==> config.mk <==
export PLATFORM = sky130hd
export DESIGN_NAME = axis_slave_rx
export DESIGN_NICKNAME = d
export VERILOG_FILES = /design/src/rtl/axis_slave_rx.sv
export SDC_FILE = /design/constraint.sdc
export NUM_CORES = 1
export LEC_CHECK = 0
export BUFFER_PORTS_ARGS = -buffer_cell sky130_fd_sc_hd__buf_4
export CAP_MARGIN = 20
export CORE_ASPECT_RATIO = 0.6
export CORE_UTILIZATION = 39
export DETAILED_ROUTE_END_ITERATION = 7
export GPL_ROUTABILITY_DRIVEN = 0
export PLACE_DENSITY = 0.63
export SETUP_SLACK_MARGIN = 0.15
export SLEW_MARGIN = 20
export SYNTH_ARGS = -nofsm -noshare
export SYNTH_HDL_FRONTEND = slang
export SYNTH_SLANG_ARGS = --single-unit
==> constraint.sdc <==
create_clock -name aclk -period 5.2 [get_ports aclk]
set_input_delay 0 -clock aclk [delete_from_list [all_inputs] [get_ports aclk]]
set_output_delay 0 -clock aclk [all_outputs]
set_load 0.01 [all_outputs]
==> src/rtl/axis_slave_rx.sv <==
// AXI4-Stream receive stage: FWFT buffer plus packet length tracking.
// Ports: aclk/areset, AXIS slave (tvalid/tlast/tdata/tready),
//        FIFO read side (rd_en/data/last/empty), packet status
//        (pkt_done/pkt_len/beat_cnt).
module axis_slave_rx #(
  parameter int DATA_WIDTH = 32,
  parameter int FIFO_DEPTH = 8,
  parameter int CNT_WIDTH  = 16
) (
  input  logic                  aclk,
  input  logic                  areset,
  input  logic                  tvalid_in,
  input  logic                  tlast_in,
  input  logic [DATA_WIDTH-1:0] tdata_in,
  output logic                  tready_out,
  input  logic                  rd_en_in,
  output logic [DATA_WIDTH-1:0] data_out,
  output logic                  last_out,
  output logic                  empty_out,
  output logic                  pkt_done_out,
  output logic [CNT_WIDTH-1:0]  pkt_len_out,
  output logic [CNT_WIDTH-1:0]  beat_cnt_out
);

  localparam int AW = $clog2(FIFO_DEPTH);

  typedef enum logic {
    IDLE,
    IN_PKT
  } state_t;

  logic [DATA_WIDTH:0] mem [FIFO_DEPTH];
  logic [AW-1:0]       rd_ptr;
  logic [AW-1:0]       wr_ptr;
  logic [AW:0]         count;

  state_t state_q;
  state_t state_d;

  logic accept;
  logic pop;
  logic [CNT_WIDTH-1:0] beat_inc;

  assign empty_out = (count == '0);

  // Depth is a power of two, so the top count bit
  // set means exactly FIFO_DEPTH entries held.
  assign tready_out = !areset && !count[AW];

  assign accept = tvalid_in && tready_out;
  assign pop    = rd_en_in && !empty_out;

  assign data_out = empty_out ? '0
                  : mem[rd_ptr][DATA_WIDTH-1:0];
  assign last_out = empty_out ? 1'b0
                  : mem[rd_ptr][DATA_WIDTH];

  // Saturating increment of the running beat count.
  assign beat_inc = (&beat_cnt_out) ? beat_cnt_out
                  : beat_cnt_out + CNT_WIDTH'(1);

  always_ff @(posedge aclk) begin
    if (accept) begin
      mem[wr_ptr] <= {tlast_in, tdata_in};
    end
  end

  always_ff @(posedge aclk) begin
    if (areset) begin
      rd_ptr <= '0;
      wr_ptr <= '0;
      count  <= '0;
    end else begin
      if (accept) begin
        wr_ptr <= wr_ptr + AW'(1);
      end
      if (pop) begin
        rd_ptr <= rd_ptr + AW'(1);
      end
      unique case ({accept, pop})
        2'b10:   count <= count + (AW+1)'(1);
        2'b01:   count <= count - (AW+1)'(1);
        default: count <= count;
      endcase
    end
  end

  always_ff @(posedge aclk) begin
    if (areset) begin
      state_q <= IDLE;
    end else begin
      state_q <= state_d;
    end
  end

  always_comb begin
    state_d = state_q;
    unique case (state_q)
      IDLE: begin
        if (accept && !tlast_in) begin
          state_d = IN_PKT;
        end
      end
      IN_PKT: begin
        if (accept && tlast_in) begin
          state_d = IDLE;
        end
      end
      default: state_d = IDLE;
    endcase
  end

  always_ff @(posedge aclk) begin
    if (areset) begin
      beat_cnt_out <= '0;
      pkt_len_out  <= '0;
      pkt_done_out <= 1'b0;
    end else begin
      pkt_done_out <= 1'b0;
      if (accept) begin
        if (tlast_in) begin
          pkt_len_out  <= beat_inc;
          pkt_done_out <= 1'b1;
          beat_cnt_out <= '0;
        end else begin
          beat_cnt_out <= beat_inc;
        end
      end
    end
  end

endmodule

==> results of run 1 <==
==> state kept, by name, summed over array words and instances, names as in the netlist, named ones only <==
name	flops
beat_cnt_out	16
count	4
mem	264
pkt_done_out	1
pkt_len_out	16
rd_ptr	3
wr_ptr	3
==> power by group <==
part           internal (mW)  switching, mW  total, mW
clock                   1.12          0.887       2.00
combinational          0.760          0.719       1.48
sequential              2.78          0.111       2.89
total                   4.66           1.72       6.38
==> cells in the mapped netlist, types with 2 or more instances <==
cell type	number
a211oi_1	3
a21oi_1	34
a311oi_1	3
a31oi_1	3
and3_1	5
and4_1	6
buf_1	8
buf_2	12
buf_4	4
buf_6	2
clkbuf_1	16
dfxtp_1	46
edfxtp_1	264
ha_1	6
inv_1	3
mux2i_1	36
mux4_2	66
nand2_1	25
nand2_2	2
nand3_1	13
nand4_1	4
nand4_4	2
nor2_1	59
nor2b_1	2
nor3_1	10
nor3b_1	2
nor4_1	2
nor4b_1	2
o211ai_1	7
o21ai_0	13
or3_1	3
xnor2_1	6
xor2_1	8
==> kinds of logic (layout without fill, tap and decap cells) <==
logic type / count (synthesis) / after routing / share of synthesized area, %
AOI/OAI and AO/OA: 71 / 71 / 3.41
xor gates and xnor gates: 14 / 14 / 0.994
adders and majority gates: 6 / 6 / 0.609
buffers and inverters: 46 / 208 / 1.76
DFF: 310 / 310 / 71.7
muxes: 102 / 102 / 15.0
other: 0 / 2 / 0
and+or+nand+nor: 150 / 150 / 6.52
==> worst min path at each step <==
stage	startpoint	end	slack, ns	depth (start not counted)
global placement	tdata_in[1]	mem[2][1]	0.24	1
CTS	tdata_in[7]	mem[3][7]	0.22	2
detailed placement	tdata_in[31]	mem[1][31]	0.24	1
finish	tdata_in[7]	mem[3][7]	0.23	2
floorplan	tdata_in[0]	mem[0][0]	0.1	0
global route	tdata_in[0]	mem[6][0]	0.22	2
==> routing by layer <==
| layer | global-route usage (%) | routed length [um] | part of all wire [%] |
|---|---|---|---|
| met5 | 0 | 0 | 0 |
| met3 | 3.63 | 1640 | 6.4 |
| met2 | 23.1 | 11000 | 43 |
| met4 | 3.25 | 481 | 1.9 |
| met1 | 25.2 | 12400 | 49 |
==> repair_timing <==
| action | CTS | global route |
|---|---|---|
| hold buffers | 36 | 0 |
| hold endpoints to repair | 307 | 0 |
| endpoints found under the setup margin | 0 | 0 |
| setup buffers | 0 | 0 |
==> metrics by stage <==
stage	std cells	utilization, %
after floorplan	699	-
after global placement	1189	43.6
after detailed placement	1189	43.6
after CTS	1276	47.6
after global routing	1277	47.7
final	1279	47.7
==> placed cells by master (no fill, tap or decap), drive strengths merged, types with 7 or more instances in the layout <==
master,synthesis,final
edfxtp,264,264
buf,26,117
mux4,66,66
nor2,61,61
dfxtp,46,46
mux2i,36,36
dlygate4sd3,0,36
a21oi,34,34
clkbuf,16,33
nand2,27,27
nand3,13,13
o21ai,13,13
clkinv,0,13
nor3,11,11
xor2,8,8
o211ai,7,7
==> layout make-up <==
type | instances | area share, %
clock inverters | 18 | 0.960
repair buffers | 153 | 8.47
well taps | 416 | 3.50
multi-input cells | 343 | 22.4
flip-flops and latches | 310 | 59.6
clock buffers | 33 | 4.98
diodes | 2 | 0.0337
inverters | 4 | 0.101
==> worst register-to-register path, stage by stage (launching register included) <==
cell	delay [ns]
dfxtp_1	0.39
nor3b_4	0.62
inv_1	0.50
ha_1	0.42
xor2_1	0.17
ha_1	0.19
a21oi_1	0.15
xor2_1	0.09
or3_1	0.31
a21oi_1	0.14
==> run metrics, run 1 <==
fin. max-slew vios 0; Static Leak 4.83 nW; worst-margin pin slew 0.832 ns; Synth async-reset ratio 0%; placed cell area 13600 sq um; vias post-DR 6640; worst r2r path cells 9; cts repair resizes 0; Core Area 31200 sq um; pin count of the biggest net entering global routing 51; Setup violations, final 0; first-pass GRT wire length 40.0 mm; area of the multi-input gates 3320 sq um; synthesized area 12300 sq um; Fin Setup TNS 0 ns; post-route ant nets 0; vias in the first global route 6612; Final Skew 0.00797 ns; CP Launch Type flip-flop; total chip power 6.38 mW; Layout fillers 2668; Gate Count Post-Synth 699; clock latency at the later pin of the worst-skew pair 0.55 ns; PortBufs 104; synthesis-stage register bit count 310; worst path bufs/invs 1; CP max stage cell nor3b_4; clock tree buffer depth 3; FF+latch area 8850 sq um; R2R Setup Slk 2.16 ns; CTS Root Cell clkbuf_16; RSZ-0062 raised after global routing no; Worst Setup End Kind flip-flop; status completed; Total Wirelength 25.5 mm; floorplan row count 50; Iteration-0 DRC Markers 771; Mapped Avg Cell Area 17.6 sq um; crit share post-route 58.4%; Area Overhead vs Synth 20.5%; pwr/cell area 429 nW/um^2; Synth Net Count 742; TritonCTS Buffers 28; Synth Flop Type edfxtp_1; Initial Util 39.6%; Via density 5.19; CP Class flip-flop to flip-flop; max-cap viol count 0; CTS Sinks 310; global route total overflow 0; Post-synth EDFFs 264; Distinct cells, synth 55; CP max FO 17; Initial DRT Pass Iterations 5; register area share after synthesis 71.7%; crit path launch count[3]; die height 140 um; Worst VDD drop 0.295 mV; Levels on crit path 9; post-synth top area cell edfxtp_1; H-tree depth 1; Final WS setup 2.16 ns; Post-DP HPWL 14.9 mm; YS warnings 0; RR Endpoint count[2]; TritonCTS clock tree built; CP endpoint count[2]; per-cell routed wire length 20.0 um; final instance area 14900 sq um; I/O pins 105; fin crit period 3.04 ns; crit-path max cell delay 0.62 ns; layout cell share with drive strength beyond 1 28.6%; highest clock rate 0.329 GHz; drt drc 0; gr usage total 16.2%; Max-slew headroom 44.5%; reg2reg start count[3]; Cell Chain, Critical Path nor3b_4 -> inv_1 -> ha_1 -> xor2_1 -> ha_1 -> a21oi_1 -> xor2_1 -> or3_1 -> a21oi_1; Fin. Hold Viols 0; worst hold path class primary input to flip-flop; post-place setup slack 2.15 ns; initial antenna violation count 2; Arrival @ worst endpoint 3.51 ns; full die area 32400 sq um; Yosys top cell area share 64.3%; Hold WS 0.232 ns; Critical Path RT 5.67 ns; clock-pin slew of the registers on the worst-case setup and hold paths 0.07 ns; # nets final 883; critical path's top delay family simple AND/OR/NAND/NOR gates; Area contributors post-synth edfxtp_1 (64%), mux4_2 (12%), dfxtp_1 (7.5%), mux2i_1 (2.9%), nor2_1 (1.8%); die width 232 um
Note: power is estimated with default switching activity, not from simulation.
==> run 2: changes to the inputs <==
--- a/config.mk
+++ b/config.mk
@@ -11,7 +11,7 @@
 export CORE_UTILIZATION = 39
 export DETAILED_ROUTE_END_ITERATION = 7
 export GPL_ROUTABILITY_DRIVEN = 0
-export PLACE_DENSITY = 0.63
+export PLACE_DENSITY = 0.61
 export SETUP_SLACK_MARGIN = 0.15
 export SLEW_MARGIN = 20
 export SYNTH_ARGS = -nofsm -noshare
==> constraint.sdc (replaced) <==
create_clock -name aclk -period 2.8 [get_ports aclk]
set_input_delay 0 -clock aclk [delete_from_list [all_inputs] [get_ports aclk]]
set_output_delay 0 -clock aclk [all_outputs]
set_load 0.01 [all_outputs]
==> run 2 against run 1 <==
Critical path type is now flip-flop to primary output; wire length up 1.7%; worst hold slack worse by 0.0059 ns; clock skew up 0.0046 ns; via count up 0.90%; clock power up 79%; critical path depth down 4; register-to-register slack worse by 1.7 ns; first-iteration DRC count down 18%; cell area up 1.2%.
==> run metrics, run 2 (synthesis gave the netlist of run 1 again) <==
pin count of the biggest net entering global routing 67 (+31%); max-cap viol count 0 (unchanged); Worst VDD drop 0.476 mV (+61%); RSZ-0062 raised after global routing no; Worst Setup End Kind primary output; floorplan row count 50 (unchanged); reg2reg start count[3]; drt drc 0 (unchanged); RR Endpoint count[2]; R2R Setup Slk 0.50 ns (-1.66 ns); worst-margin pin slew 0.654 ns (-0.178 ns); I/O pins 105 (unchanged); layout cell share with drive strength beyond 1 29.7% (+1.1 points); gr usage total 16.0% (-0.16 points); vias post-DR 6700 (+0.90%); Total Wirelength 26.0 mm (+1.7%); fin. max-slew vios 0 (unchanged); clock-pin slew of the registers on the worst-case setup and hold paths 0.06 ns (about the same); worst hold path class primary input to flip-flop; Switch Pwr 3.21 mW (+87%); H-tree depth 1 (unchanged); clock tree buffer depth 3 (unchanged); sequential share of power 45.1% (-0.3 points); fin crit period 2.33 ns; CP max FO 15 (-2); CP Class flip-flop to primary output; Post-DP HPWL 15.3 mm (+2.5%); commonest non-fill, non-tap cell in the layout edfxtp_1; highest clock rate 0.429 GHz; Clock power frac 30.3% (-1.1 points); pwr/cell area 787 nW/um^2 (+83%); TritonCTS clock tree built; worst r2r path cells 10 (+1); full die area 32400 sq um (unchanged); CP Launch Type flip-flop; Layout fillers 2639 (-1.1%); per-cell routed wire length 20.1 um (+0.65%); Via density 5.19 (-0.11%); Final Skew 0.0125 ns (+0.00456 ns); Setup violations, final 0 (unchanged); Core Util, Final 48.3% (+0.58 points); Area Overhead vs Synth 21.9%; Max-slew headroom 56.4% (+12 points); Critical Path RT 2.80 ns (-2.87 ns); TritonCTS Buffers 28 (unchanged); status completed; CTS Sinks 310 (unchanged); Largest Register mem; combinational power share 24.7% (+1.5 points); clock latency at the later pin of the worst-skew pair 0.55 ns (about the same); Top Registers mem x264, beat_cnt_out x16, pkt_len_out x16; Static Leak 4.90 nW (+1.4%); post-route ant nets 0 (unchanged); initial antenna violation count 1 (-1); switch share 27.1% (+0.20 points); Initial DRT Pass Iterations 4 (-1); crit share post-route 83.2%; post-place setup slack 0.532 ns (-1.62 ns); PortBufs 104 (unchanged); most frequent cells in the layout edfxtp_1 (264), buf_4 (127), mux4_2 (66); global route total overflow 0 (unchanged); CTS Root Cell clkbuf_16; Internal Power 8.62 mW (+85%); die height 140 um (unchanged); first-pass GRT wire length 39.3 mm (-1.6%); vias in the first global route 6624 (+0.18%); max reg flops 264 (unchanged); die width 232 um (unchanged); # nets final 900 (+1.9%); Fin. Hold Viols 0 (unchanged); cts repair resizes 0 (unchanged); Iteration-0 DRC Markers 629 (-18%); CP endpoint data_out[0]; Initial Util 39.6% (unchanged); Arrival @ worst endpoint 2.33 ns (-1.18 ns); Core Area 31200 sq um (unchanged); Final WS setup 0.470 ns (-1.69 ns)
==> run 2: changes by cell type in the layout (fill, tap and decap cells not counted), sizes merged <==
| cell | change |
|---|---|
| dlygate4sd3 | +1 |
| buf | +16 |
| inv | -1 |
| diode | -1 |
| clkbuf | -2 |
| clkinv | -1 |
| clkinvlp | +2 |
| bufinv | -1 |
==> run 2: final cells by class <==
class / instances / area (sq um) / share of cell area (%)
antenna: 1 / 2.50 / 0.0166
multi-input combinational: 343 / 3360 / 22.4
clock inverter: 17 / 108 / 0.715
tap: 416 / 520 / 3.46
sequential: 310 / 8850 / 58.9
clock buffer: 31 / 733 / 4.87
inverter: 4 / 15.0 / 0.0998
timing repair buffer: 170 / 1440 / 9.60
==> run 2: worst min path at each step <==
stage / end / cells after the start / from / slack [ns]
3_5_place_dp: mem[7][31] / 1 / tdata_in[31] / 0.24
4_1_cts: mem[7][4] / 2 / tdata_in[4] / 0.21
3_3_place_gp: mem[0][0] / 1 / tdata_in[0] / 0.24
2_1_floorplan: mem[0][0] / 0 / tdata_in[0] / 0.1
5_1_grt: mem[3][5] / 2 / tdata_in[5] / 0.22
6_report: mem[0][10] / 2 / tdata_in[10] / 0.23
==> run 2: power groups by stage <==
stage	Combinational [mW]	Sequential [mW]	Clock (mW)
3_5_place_dp	2.84	5.49	0
3_3_place_gp	2.82	5.48	0
6_report	2.92	5.33	3.58
5_1_grt	3.17	5.35	3.85
4_1_cts	2.89	5.39	3.68
2_1_floorplan	1.84	5.32	0
==> run 2: stage by stage <==
step           hold WS, ns  power (mW)  TNS [ns]  cells  instance area (sq um)
5_1_grt              0.219        12.4         0   1292                  15000
6_report             0.227        11.8         0   1292                  15000
4_1_cts              0.205        12.0         0   1290                  15000
3_5_place_dp         0.238        8.32         0   1205                  13800
3_3_place_gp         0.239        8.31         0   1205                  13800
2_1_floorplan       0.0989        7.16     -7.63    699                  12400
==> run 2: layer usage <==
layer / share of wire (%) / GRT usage (%) / vias up
li1: - / - / 3103
met5: 0 / 0 / -
met2: 44 / 23.9 / 110
met3: 4.1 / 3.20 / 37
met1: 50 / 24.4 / 3450
met4: 1.6 / 3.22 / 0
==> run 2: timing repair <==
action | CTS | global route
setup buffers | 0 | 1
hold endpoints to repair | 281 | 0
setup endpoints to repair | 0 | 11
hold buffers | 37 | 0
==> run 2: worst max-delay path: stages, from the launching register on <==
cell	delay [ns]
dfxtp_4	0.57
buf_4	0.26
mux4_2	0.51
mux2i_1	0.20
nor2_1	0.06
buf_4	0.16
